<file path="src/rtl/adder_req_arbiter.sv">
// adder_req_arbiter
// Shares a single external registered adder between NUM_REQ requesters.
// A round-robin arbiter accepts one operand pair at a time. The block drives
// the adder, waits out its latency, captures the sum, and returns the sum
// together with the requester id on a valid/ready response channel.

module adder_req_arbiter #(
  parameter int NUM_REQ     = 4,
  parameter int WIDTH       = 8,
  parameter int ADD_LATENCY = 1,
  localparam int ID_W       = (NUM_REQ > 1) ? $clog2(NUM_REQ) : 1
) (
  input  logic                     clk,
  input  logic                     rst,
  input  logic [NUM_REQ-1:0]       req_valid,
  output logic [NUM_REQ-1:0]       req_ready,
  input  logic [NUM_REQ*WIDTH-1:0] req_a,
  input  logic [NUM_REQ*WIDTH-1:0] req_b,
  output logic [WIDTH-1:0]         add_a,
  output logic [WIDTH-1:0]         add_b,
  input  logic [WIDTH:0]           add_sum,
  output logic                     rsp_valid,
  input  logic                     rsp_ready,
  output logic [ID_W-1:0]          rsp_id,
  output logic [WIDTH:0]           rsp_sum,
  output logic                     busy
);

  localparam int CNT_W = $clog2(ADD_LATENCY + 1);

  typedef enum logic [1:0] {IDLE, WAIT, RESP} state_t;

  state_t           state;
  logic [CNT_W-1:0] wait_cnt;
  logic [ID_W-1:0]  last_grant;
  logic [ID_W-1:0]  grant_idx;
  logic             grant_found;
  logic             accept;
  logic [WIDTH-1:0] sel_a;
  logic [WIDTH-1:0] sel_b;

  // Round-robin search: first valid requester after the last accepted one, wrapping.
  always_comb begin
    grant_found = 1'b0;
    grant_idx   = '0;
    for (int k = 1; k <= NUM_REQ; k++) begin
      if (!grant_found && req_valid[(int'(last_grant) + k) % NUM_REQ]) begin
        grant_found = 1'b1;
        grant_idx   = ID_W'((int'(last_grant) + k) % NUM_REQ);
      end
    end
  end

  // Only the winner sees ready, only while idle and out of reset.
  always_comb begin
    req_ready = '0;
    if (!rst && (state == IDLE) && grant_found) begin
      req_ready[grant_idx] = 1'b1;
    end
  end

  assign accept = |(req_valid & req_ready);
  assign sel_a  = req_a[int'(grant_idx) * WIDTH +: WIDTH];
  assign sel_b  = req_b[int'(grant_idx) * WIDTH +: WIDTH];
  assign busy   = (state != IDLE);

  // Operation sequencer: accept, drive adder, count its latency edges, then
  // capture on the edge after the adder output has settled and hold the
  // response until it is taken.
  always_ff @(posedge clk) begin
    if (rst) begin
      state      <= IDLE;
      add_a      <= '0;
      add_b      <= '0;
      rsp_valid  <= 1'b0;
      rsp_id     <= '0;
      rsp_sum    <= '0;
      wait_cnt   <= '0;
      last_grant <= ID_W'(NUM_REQ - 1);
    end else begin
      case (state)
        IDLE: begin
          if (accept) begin
            add_a      <= sel_a;
            add_b      <= sel_b;
            rsp_id     <= grant_idx;
            last_grant <= grant_idx;
            wait_cnt   <= CNT_W'(ADD_LATENCY);
            state      <= WAIT;
          end
        end
        WAIT: begin
          if (wait_cnt == '0) begin
            rsp_sum   <= add_sum;
            rsp_valid <= 1'b1;
            state     <= RESP;
          end else begin
            wait_cnt <= wait_cnt - CNT_W'(1);
          end
        end
        RESP: begin
          if (rsp_ready) begin
            rsp_valid <= 1'b0;
            state     <= IDLE;
          end
        end
        default: begin
          state <= IDLE;
        end
      endcase
    end
  end

endmodule

</file>
<file path="config.mk">
export PLATFORM = sky130hd
export DESIGN_NAME = adder_req_arbiter
export DESIGN_NICKNAME = d
export VERILOG_FILES = /design/src/rtl/adder_req_arbiter.sv
export SDC_FILE = /design/constraint.sdc
export NUM_CORES = 1
export LEC_CHECK = 0
export CORE_MARGIN = 1.5
export CORE_UTILIZATION = 39
export CTS_BUF_LIST = sky130_fd_sc_hd__clkbuf_8
export CTS_CLUSTER_DIAMETER = 60
export CTS_CLUSTER_SIZE = 14
export DETAILED_ROUTE_END_ITERATION = 6
export PLACE_DENSITY = 0.79
export SYNTH_ARGS = -nofsm -noshare
export SYNTH_HDL_FRONTEND = slang
export SYNTH_SLANG_ARGS = --single-unit
export TNS_END_PERCENT = 50
</file>
<file path="constraint.sdc">
create_clock -name clk -period 1.9 [get_ports clk]
set_input_delay 0.38 -clock clk [delete_from_list [all_inputs] [get_ports clk]]
set_output_delay 0.38 -clock clk [all_outputs]
set_load 0.02 [all_outputs]
</file>
==> metrics.cfg <==
[routing]
final_antenna_net_count = 0
num_vias = 2242
totalWireLength_um = 6550
wl_per_cell_um = 16.3
drt-pass1-iter-count = 4
viasPerCell = 5.58
drt_iter0_drc = 160
drc = 0

[synthesis]
synth-seq-cells = 33
yosysWarnings = 0
synth_area_sq_um = 1900
synth_cell_types = 34
synth_nets = 306
syn_inst = 226
synth_top_area_share_pct = 34.9
synth_top_cell_by_area = dfxtp_1
syn_avg_cell_area_sq_um = 8.39
synthTopCellsByArea = dfxtp_1 (35%), o21bai_1 (7.5%), a32oi_1 (7.4%), and2_1 (5.6%), a21oi_1 (5.3%)
yosysSeqAreaShare_pct = 34.9

[cts]
clock-root-buffer = clkbuf_8
h-tree-depth = 2
clockBufferDepth = 2
insertion_delay_ps = 280
cts.reportedPaths.clkPinSlew_ps = 70
cts_tree = yes
clock_sinks = 33
cts_buffers = 5
hold_buffers = 0

[floorplan]
fp.dieW_um = 72.7
core_area_sq_um = 4690
rows = 25
dieArea_sq_um = 5290
die_h_um = 72.7
io_pins = 113
start_util_pct = 40.4

[grt]
grt_pass1_wl_um = 10000
track_usage_pct = 24.3
first_global_vias = 2184
grt_max_degree = 25
antenna_found_initial = 0
grt_overflow_total = 0

[outcome]
status = completed

[sta]
worst_pin_slew_ps = 287
drv_slew = 0
finalHoldViolCount = 0
fin_crit_ps = 1880
finalSetupViolations = 0
max_freq_mhz = 532
rsz0062_at_grt = yes
slew_headroom_pct = 80.7
finalClockSkew_ps = 4.71
timing.final.crit_share_pct = 99.0
setup_slack_ps = 18.9

[worst_setup_path]
r2r_slack_ps = 350
reg2reg_depth = 5
cp-start-kind = flop
critical_path_class = reg2out
cpPeakStageDelay_ps = 380
reg2reg_to = add_b[5]
cp_max_fo = 6
path_cells = nand2b_4 -> a311o_1 -> and3_1 -> buf_4
r2r_start = last_grant[0]
crit_required_ps = 1520
crit_slowest_cell = a311o_1
endpoint_kind = output pin
crit_arrival_ps = 1500

[placed_design]
dp_cells = 394
dp_hpwl_um = 4660
io_buffers = 112
dpl_worst_slack_ps = -734
place.gp.congestion = 0.865

[run]
max-cap-violations = 0

[cells_and_area]
layout.cells.non_filler = 402
fin_nets = 427
syn_to_final_growth_pct = 73.5
diodes = 0
layout-drive-gt1-share_pct = 15.2

[pwr]
p_per_area_nw_per_um2 = 763
p_leak_uw = 0.00131
worst_ir_drop_vdd_v = 0.000433

[hold_path]
min_to = rsp_sum[3]
min_from = rsp_sum[3]
hold_depth = 2
worstHoldPathType = reg2reg

-- power breakdown --
part | switching [uW] | total, uW | leakage [uW] | internal, uW
clock | 272 | 793 | 0.0000681 | 521
combinational | 425 | 891 | 0.000973 | 467
sequential | 52.0 | 825 | 0.000272 | 773
total | 748 | 2510 | 0.00131 | 1760
-- Yosys cell counts (all sizes together) --
master,count
and3,3
a211o,1
a211oi,2
o311ai,1
clkbuf,9
a21oi,20
nand2b,3
buf,14
o21ai,19
nor4,2
nor3,6
or3,1
mux2i,9
or4,1
o211a,1
nand3,1
o21bai,19
and2,17
a32oi,16
nor2b,4
or2,1
a31oi,16
dfxtp,33
a311o,1
nand2,2
nor2,21
inv,3
-- stage by stage --
step,area [sq um],setup TNS [ps],power [uW],util (%),hold slack [ps]
6_report,3290,0,2510,70.1,495
5_1_grt,3290,-3.44,2630,70.1,519
4_1_cts,3270,-62.1,2510,69.6,500
3_5_place_dp,3130,-7830,1720,66.7,482
3_3_place_gp,3130,-7440,1710,66.7,474
2_1_floorplan,1900,0,1290,-,482
-- worst max path at each step --
stage,startpoint,end,slack [ps],cells past startpoint
2_1_floorplan,req_valid[2],req_ready[3],30,5
3_3_place_gp,req_valid[0],req_ready[1],-730,6
3_5_place_dp,req_valid[3],req_ready[1],-730,5
4_1_cts,req_valid[3],req_ready[2],-60,5
5_1_grt,state[1],req_ready[3],-3,4
6_report,last_grant[0],req_ready[1],20,4
-- what timing repair did --
item	in CTS	in global routing
setup buffers	0	0
resized for setup	35	16
endpoints found under the setup margin	7	4
pin swaps	2	4
cloned	0	0
-- per-layer routing --
layer / share of wire [%] / routed length, um / track usage [%] / vias to the layer above
li1: - / - / - / 1076
met1: 42 / 2720 / 29.4 / 1044
met2: 48 / 3160 / 41.2 / 112
met3: 8.9 / 584 / 7.04 / 10
met4: 1.3 / 87 / 8.39 / 0
met5: 0 / 0 / 0 / -
-- cell usage in the layout, fill, tap and decap left out, drive strengths merged --
master,netlist,final
inv,3,3
or2,1,1
a211oi,2,2
nor3,6,6
dlygate4sd2,0,2
clkdlybuf4s15,0,1
nor2,21,21
a32oi,16,16
nor2b,4,4
mux2i,9,9
clkinv,0,1
and3,3,3
o311ai,1,1
a21oi,20,20
o21ai,19,19
a311o,1,1
o211a,1,1
nand2b,3,3
buf,14,32
o21bai,19,19
dfxtp,33,33
clkbuf,9,5
nand2,2,2
a31oi,16,16
and2,17,17
clkdlybuf4s50,0,102
or4,1,1
a211o,1,1
bufinv,0,2
nor4,2,2
or3,1,1
nand3,1,1
-- cell type report --
class	count	area (sq um)
Clock buffer	5	68.8
Clock inverter	3	65.1
Fill cell	391	1400
Inverter	3	11.3
Multi-Input combinational cell	167	1120
Sequential cell	33	666
Tap cell	54	67.6
Timing Repair Buffer	137	1290
-- kinds of logic after synthesis --
kind of cell,after synthesis,share of synthesized area [%]
multiplexers,9,4.75
AND/OR/NAND/NOR,62,17.9
flip-flops,33,34.9
buffers and inverters,26,8.05
AO/OA/AOI/OAI,96,34.5
-- registers in the layout, indices dropped and copies added, names as in the netlist --
| register | flops |
|---|---|
| add_a | 8 |
| wait_cnt | 1 |
| rsp_valid | 1 |
| state | 2 |
| last_grant | 2 |
| rsp_sum | 9 |
| add_b | 8 |
| rsp_id | 2 |
-- critical path: cells and delay by family, from the launching register on --
| kind | cells | cell delay [ps] |
|---|---|---|
| simple gates | 2 | 310 |
| compound gates | 1 | 380 |
| buf+inv | 1 | 150 |
| flops | 1 | 370 |
Power figures use the tool's default switching activity.
